$ cat config.mk
export PLATFORM = sky130hd
export DESIGN_NAME = mips_mc_control_hs
export DESIGN_NICKNAME = d
export VERILOG_FILES = /design/src/rtl/mips_pkg.sv /design/src/rtl/mips_alu_decoder.sv /design/src/rtl/mips_mc_control_hs.sv
export SDC_FILE = /design/constraint.sdc
export NUM_CORES = 1
export LEC_CHECK = 0
export ABC_AREA = 1
export BUFFER_PORTS_ARGS = -buffer_cell sky130_fd_sc_hd__buf_2
export CORE_AREA = 2 2 48 59
export CTS_CLUSTER_DIAMETER = 80
export DETAILED_ROUTE_END_ITERATION = 7
export DIE_AREA = 0 0 50 61
export GPL_TIMING_DRIVEN = 1
export PLACE_DENSITY_LB_ADDON = 0.3
export SETUP_SLACK_MARGIN = 0.4
export SYNTH_ARGS = -nofsm -noshare
export SYNTH_HDL_FRONTEND = slang
export SYNTH_SLANG_ARGS = --single-unit
$ cat constraint.sdc
create_clock -name clk -period 4 [get_ports clk]
set_input_delay 0.6 -clock clk [delete_from_list [all_inputs] [get_ports clk]]
set_output_delay 0.6 -clock clk [all_outputs]
set_load 0.005 [all_outputs]
$ cat src/rtl/mips_pkg.sv
// Shared encodings for the handshaked multicycle MIPS control unit:
// FSM states, opcode/func constants and datapath mux/ALU select codes.
package mips_pkg;

  typedef enum logic [3:0] {
    S_FETCH     = 4'd0,
    S_DECODE    = 4'd1,
    S_MEM_ADDR  = 4'd2,
    S_MEM_RD    = 4'd3,
    S_MEM_WB    = 4'd4,
    S_MEM_WR    = 4'd5,
    S_R_EXEC    = 4'd6,
    S_R_WB      = 4'd7,
    S_BRANCH    = 4'd8,
    S_JUMP      = 4'd9,
    S_ADDI_EXEC = 4'd10,
    S_ADDI_WB   = 4'd11,
    S_HALT      = 4'd12,
    S_ERROR     = 4'd13
  } state_e;

  localparam logic [5:0] OP_RTYPE = 6'h00;
  localparam logic [5:0] OP_J     = 6'h02;
  localparam logic [5:0] OP_BEQ   = 6'h04;
  localparam logic [5:0] OP_BNE   = 6'h05;
  localparam logic [5:0] OP_ADDI  = 6'h08;
  localparam logic [5:0] OP_LW    = 6'h23;
  localparam logic [5:0] OP_SW    = 6'h2B;

  localparam logic [5:0] FN_ADD = 6'h20;
  localparam logic [5:0] FN_SUB = 6'h22;
  localparam logic [5:0] FN_AND = 6'h24;
  localparam logic [5:0] FN_OR  = 6'h25;
  localparam logic [5:0] FN_SLT = 6'h2A;

  typedef enum logic [2:0] {
    ALU_AND = 3'b000,
    ALU_OR  = 3'b001,
    ALU_ADD = 3'b010,
    ALU_SUB = 3'b110,
    ALU_SLT = 3'b111
  } alu_sel_e;

  typedef enum logic [1:0] {
    ALUOP_ADD  = 2'd0,
    ALUOP_SUB  = 2'd1,
    ALUOP_FUNC = 2'd2
  } alu_op_e;

  typedef enum logic [1:0] {
    SRCB_REG    = 2'b00,
    SRCB_FOUR   = 2'b01,
    SRCB_IMM    = 2'b10,
    SRCB_IMM_SH = 2'b11
  } src_b_e;

  typedef enum logic [1:0] {
    PCSRC_ALU    = 2'b00,
    PCSRC_ALUOUT = 2'b01,
    PCSRC_JUMP   = 2'b10
  } pc_src_e;

  // States that hold a memory strobe and wait on mem_ready.
  function automatic logic is_wait_state(input state_e s);
    return (s == S_FETCH) || (s == S_MEM_RD) || (s == S_MEM_WR);
  endfunction

endpackage

$ cat src/rtl/mips_alu_decoder.sv
// Maps the ALU operation class (add / sub / R-type func) to an alu_sel code;
// flags unsupported func values when decoding R-type instructions.
module mips_alu_decoder
  import mips_pkg::*;
(
  input  alu_op_e     alu_op_i,
  input  logic [5:0]  func_i,
  output logic [2:0]  alu_sel_o,
  output logic        illegal_o
);

  always_comb begin
    alu_sel_o = ALU_ADD;
    illegal_o = 1'b0;
    case (alu_op_i)
      ALUOP_ADD: alu_sel_o = ALU_ADD;
      ALUOP_SUB: alu_sel_o = ALU_SUB;
      ALUOP_FUNC: begin
        case (func_i)
          FN_ADD:  alu_sel_o = ALU_ADD;
          FN_SUB:  alu_sel_o = ALU_SUB;
          FN_AND:  alu_sel_o = ALU_AND;
          FN_OR:   alu_sel_o = ALU_OR;
          FN_SLT:  alu_sel_o = ALU_SLT;
          default: illegal_o = 1'b1;
        endcase
      end
      default: alu_sel_o = ALU_ADD;
    endcase
  end

endmodule

$ cat src/rtl/mips_mc_control_hs.sv
// Multicycle MIPS control FSM with mem_ready handshake, memory-wait watchdog
// and debug halt/single-step. Controls are a combinational decode of state.
module mips_mc_control_hs
  import mips_pkg::*;
#(
  parameter int unsigned TIMEOUT_W = 8,
  parameter int unsigned STATE_W   = 4
) (
  input  logic               clk,
  input  logic               rst,
  input  logic [5:0]         opcode,
  input  logic [5:0]         func,
  input  logic               zero,
  input  logic               mem_ready,
  input  logic               dbg_halt,
  input  logic               dbg_step,
  output logic               pc_en,
  output logic               i_or_d,
  output logic               mem_read,
  output logic               mem_write,
  output logic               mem_to_reg,
  output logic               ir_write,
  output logic               reg_write,
  output logic               reg_dst,
  output logic               alu_src_a,
  output logic [1:0]         alu_src_b,
  output logic [1:0]         pc_source,
  output logic [2:0]         alu_sel,
  output logic [STATE_W-1:0] curr_state,
  output logic               halted,
  output logic               mem_timeout,
  output logic               illegal_op
);

  localparam logic [TIMEOUT_W-1:0] TIMEOUT_MAX = '1;
  localparam logic [TIMEOUT_W-1:0] WD_ONE      = {{(TIMEOUT_W-1){1'b0}}, 1'b1};

  state_e               state_q, state_d;
  logic [TIMEOUT_W-1:0] wd_q, wd_d;

  alu_op_e    alu_op;
  logic [2:0] dec_sel;
  logic       dec_illegal;
  logic       wd_expired;
  state_e     boundary;

  assign alu_op = (state_q == S_R_EXEC) ? ALUOP_FUNC :
                  (state_q == S_BRANCH) ? ALUOP_SUB  : ALUOP_ADD;

  mips_alu_decoder u_alu_dec (
    .alu_op_i  (alu_op),
    .func_i    (func),
    .alu_sel_o (dec_sel),
    .illegal_o (dec_illegal)
  );

  assign wd_expired = (wd_q == TIMEOUT_MAX);
  assign boundary   = dbg_halt ? S_HALT : S_FETCH;

  always_ff @(posedge clk or negedge rst) begin
    if (!rst) begin
      state_q <= S_FETCH;
      wd_q    <= '0;
    end else begin
      state_q <= state_d;
      wd_q    <= wd_d;
    end
  end

  always_comb begin
    state_d     = state_q;
    pc_en       = 1'b0;
    i_or_d      = 1'b0;
    mem_read    = 1'b0;
    mem_write   = 1'b0;
    mem_to_reg  = 1'b0;
    ir_write    = 1'b0;
    reg_write   = 1'b0;
    reg_dst     = 1'b0;
    alu_src_a   = 1'b0;
    alu_src_b   = SRCB_REG;
    pc_source   = PCSRC_ALU;
    alu_sel     = 3'b000;
    halted      = 1'b0;
    mem_timeout = 1'b0;
    illegal_op  = 1'b0;

    case (state_q)
      S_FETCH: begin
        mem_read  = 1'b1;
        alu_src_b = SRCB_FOUR;
        alu_sel   = dec_sel;
        ir_write  = mem_ready;
        pc_en     = mem_ready;
        if (mem_ready)       state_d = S_DECODE;
        else if (wd_expired) state_d = S_ERROR;
      end
      S_DECODE: begin
        alu_src_b = SRCB_IMM_SH;
        alu_sel   = dec_sel;
        case (opcode)
          OP_RTYPE:      state_d = S_R_EXEC;
          OP_LW, OP_SW:  state_d = S_MEM_ADDR;
          OP_BEQ, OP_BNE: state_d = S_BRANCH;
          OP_ADDI:       state_d = S_ADDI_EXEC;
          OP_J:          state_d = S_JUMP;
          default: begin
            illegal_op = 1'b1;
            state_d    = boundary;
          end
        endcase
      end
      S_MEM_ADDR, S_ADDI_EXEC: begin
        alu_src_a = 1'b1;
        alu_src_b = SRCB_IMM;
        alu_sel   = dec_sel;
        if (state_q == S_ADDI_EXEC) state_d = S_ADDI_WB;
        else if (opcode == OP_SW)   state_d = S_MEM_WR;
        else                        state_d = S_MEM_RD;
      end
      S_MEM_RD: begin
        mem_read = 1'b1;
        i_or_d   = 1'b1;
        if (mem_ready)       state_d = S_MEM_WB;
        else if (wd_expired) state_d = S_ERROR;
      end
      S_MEM_WB: begin
        reg_write  = 1'b1;
        mem_to_reg = 1'b1;
        state_d    = boundary;
      end
      S_MEM_WR: begin
        mem_write = 1'b1;
        i_or_d    = 1'b1;
        if (mem_ready)       state_d = boundary;
        else if (wd_expired) state_d = S_ERROR;
      end
      S_R_EXEC: begin
        alu_src_a = 1'b1;
        alu_src_b = SRCB_REG;
        alu_sel   = dec_sel;
        if (dec_illegal) begin
          illegal_op = 1'b1;
          state_d    = boundary;
        end else begin
          state_d = S_R_WB;
        end
      end
      S_R_WB: begin
        reg_write = 1'b1;
        reg_dst   = 1'b1;
        state_d   = boundary;
      end
      S_BRANCH: begin
        alu_src_a = 1'b1;
        alu_src_b = SRCB_REG;
        alu_sel   = dec_sel;
        pc_source = PCSRC_ALUOUT;
        // beq takes on zero, bne on !zero
        pc_en     = zero ^ (opcode == OP_BNE);
        state_d   = boundary;
      end
      S_JUMP: begin
        pc_source = PCSRC_JUMP;
        pc_en     = 1'b1;
        state_d   = boundary;
      end
      S_ADDI_WB: begin
        reg_write = 1'b1;
        state_d   = boundary;
      end
      S_HALT: begin
        halted = 1'b1;
        if (!dbg_halt || dbg_step) state_d = S_FETCH;
      end
      S_ERROR: begin
        mem_timeout = 1'b1;
      end
      default: state_d = S_ERROR;
    endcase
  end

  // Any state change restarts the watchdog, so each memory wait starts at 0.
  always_comb begin
    wd_d = wd_q;
    if (state_d != state_q)
      wd_d = '0;
    else if (is_wait_state(state_q) && !mem_ready)
      wd_d = wd_q + WD_ONE;
  end

  assign curr_state = STATE_W'(state_q);

endmodule
==> results by group <==
Drt
  – Router iterations before antenna repair: 4
  – DR iter-0 viols: 28
  – Via count: roughly 1500
  – Drc violations: 0
  – Final ANT Viol Nets: 0
  – Vias per cell: 5.059
  – Detailed Route WL: ~3300 µm
  – Drt wl/cell: roughly 11 µm

Clocking
  – CTS buffer count: 3
  – CTS clk-pin slew, worst paths: 0.07 ns
  – Post-CTS resize count: 0
  – Clock Path Buffers: 2
  – H-tree depth: 1
  – CTS tree: done
  – Clock net sink count: 12
  – Root buf cell: clkbuf_4
  – Setup bufs post-CTS: 0
  – Hold-fix buffers, CTS: 0
  – Clk_lat worst skew: 0.27 ns

Setup path
  – Critical R2R Launch: curr_state[2]$_DFF_PN0_
  – Crit path max fanout: 8
  – CP Class: reg -> out
  – Worst Setup End Kind: primary output
  – Worst Path Arrival: ~1.7 ns
  – CP Launch Type: flip-flop
  – Worst-case reg-to-reg path depth: 9
  – RR Endpoint: wd_q[1]$_DFFE_PN0P_
  – R2R setup slack: 2.07 ns
  – Critical Path RT: 3.40 ns

Timing
  – Worst-Margin Slew: 0.3523 ns
  – Fin. Hold Viols: 0
  – Max-slew headroom: about three quarters
  – Period utilization: 57.80%
  – Upper clock frequency limit: 432.5 MHz
  – Worst clock skew: 0.001645 ns
  – RSZ-0062 raised after global routing: false
  – Final setup fails: 0
  – Final Max Tran Viols: 0
  – Period minus WS final: roughly 2.3 ns
  – Final TNS setup: 0 ns

Logic synthesis
  – Mux contribution to synthesized area: 0%
  – Post-synthesis simple-gate area fraction: 55.25%
  – YS warnings: 0
  – Post-synth top area cell: dfrtp_1
  – Cells after synthesis: 227
  – Post-Synth Adder-Cell Area: 0.9542%
  – Library cells used by synthesis: 23
  – Syn Nets: 246
  – Main combinational cell family by area after synthesis: simple AND/OR/NAND/NOR gates
  – Seq/Total Area, Yosys: a little under a quarter
  – Post-Synth XOR/XNOR Area: between 5 and 6%
  – Post-synth top area share: 22.90%
  – Complex-gate fraction of the synthesized area: 6.107%
  – Mapped cell area: 1311 µm²
  – Post-Syn Area per Cell: 5.776 µm²
  – Synth area leaders: dfrtp_1, nand2_1, nor2_1, nand3_1, inv_1
  – Synthesis-stage register bit count: 12

Final layout
  – Final-layout fill cell count: approximately 260
  – Commonest non-fill, non-tap cell in the layout: nand2_1
  – Area growth from synthesis to layout: 21.18%
  – Antenna Cells: 0
  – Layout cell share with drive strength beyond 1: 24.72%
  – Final Net Count: about 290
  – Most frequent cells in the layout: nand2_1, nor2_1, buf_2

Power and ir drop
  – Pwr dens: between 400 and 500 nW/µm²
  – Pwr Total: 0.7678 mW
  – P_leak: 0.9191 nW
  – Worst VDD drop: 0.3108 mV

Placement
  – GPL Wtd Cong: 0.8818
  – DP HPWL: about 2700 µm
  – Number of port buffers: 40

Outcome
  – Outcome: complete, no violations

GRT
  – Number of global-route vias before repair: 1367
  – Congestion Overflow GR: 0
  – Initial antenna violation count: 0
  – GRT Util Overall: 22.82%
  – First-pass GRT wire length: 5478 µm
  – Largest net degree at the start of global routing: 13

Die
  – Die Wd: 50 µm
  – DIE AREA: 3050 µm²
  – Core Box Area: 2477 µm²
  – Initial Utilization: between 50% and 60%
  – FP Rows: 20
  – Die height: 61 µm
  – I/O pin total: 41

Worst hold path
  – Hold Crit Class: in -> async

Run
  – Max_cap viols: 0
[sequential cells by signal (all words and copies together), names as in the netlist]
| register | cells |
|---|---|
| wd_q | 8 |
| curr_state | 4 |
[stage by stage]
| stage | worst slack (ns) | util [%] | instance area (µm²) | hold WS (ns) | cells |
|---|---|---|---|---|---|
| after floorplan | 2.143 | - | 1311 | 0.3044 | 227 |
| after detailed placement | 1.845 | 62.68 | 1553 | 0.4887 | 300 |
| final | 1.688 | 64.14 | 1589 | 0.1864 | 304 |
| after CTS | 1.678 | 64.14 | 1589 | 0.1915 | 304 |
| after global routing | 1.472 | 64.14 | 1589 | 0.1992 | 304 |
| after global placement | 1.862 | 62.68 | 1553 | 0.4867 | 300 |
[layer usage]
metal	share of wire, %	GRT usage [%]
met1	42	26.02
met2	52	44.92
met3	5.1	1.724
met4	0.43	7.143
met5	0	0
[power breakdown]
| group | total [mW] | internal [mW] | switching, mW |
|---|---|---|---|
| sequential | 0.181 | 0.140 | 0.0408 |
| clock | 0.0958 | 0.0554 | 0.0404 |
| combinational | 0.491 | 0.184 | 0.307 |
[worst max path at each step]
stage / startpoint / end / slack [ns] / cells after the start
after global routing: curr_state[2]$_DFF_PN0_ / alu_sel[1] / 1.47 / 6
after CTS: curr_state[2]$_DFF_PN0_ / alu_sel[1] / 1.68 / 6
after floorplan: opcode[4] / pc_en / 2.14 / 4
after global placement: opcode[4] / pc_en / 1.86 / 6
after detailed placement: opcode[4] / pc_en / 1.84 / 6
final: curr_state[2]$_DFF_PN0_ / alu_sel[1] / 1.69 / 6
[critical path, stage by stage (launching register included)]
cell     delay (ns)
dfrtp_1        0.53
inv_2          0.14
nor2_1         0.14
nand2_1        0.14
o32ai_1        0.30
inv_1          0.06
buf_2          0.12
[logic make-up (layout without fill, tap and decap cells)]
group,Yosys count,after routing
and+or+nand+nor,159,159
DFF,12,12
buffers and inverters,33,77
adders and majority gates,1,1
AOI/OAI and AO/OA,14,14
xor gates and xnor gates,8,8
[synthesized netlist by cell type]
| cell type | number |
|---|---|
| nand2_4 | 2 |
| nand2_1 | 62 |
| o32ai_1 | 1 |
| inv_2 | 4 |
| inv_1 | 28 |
| nor2_2 | 6 |
| o221ai_1 | 1 |
| dfrtp_1 | 12 |
| nand3_2 | 3 |
| o22ai_1 | 2 |
| o21ai_0 | 7 |
| and3_1 | 1 |
| ha_1 | 1 |
| nand2_2 | 7 |
| nor2_1 | 45 |
| nand4_1 | 8 |
| xnor2_1 | 1 |
| a21oi_1 | 3 |
| nor4_1 | 1 |
| nor2_4 | 1 |
| xor2_1 | 7 |
| nand3_1 | 23 |
| clkinv_1 | 1 |
[final cells by class]
type	instances	area [µm²]	share of cell area, %
clock buffers	4	36.28	2.283
repair buffers	40	200.2	12.60
inverters	33	123.9	7.795
multi-input cells	182	887.1	55.83
flip-flops and latches	12	300.3	18.90
well taps	33	41.29	2.598
Power figures use the tool's default switching activity.
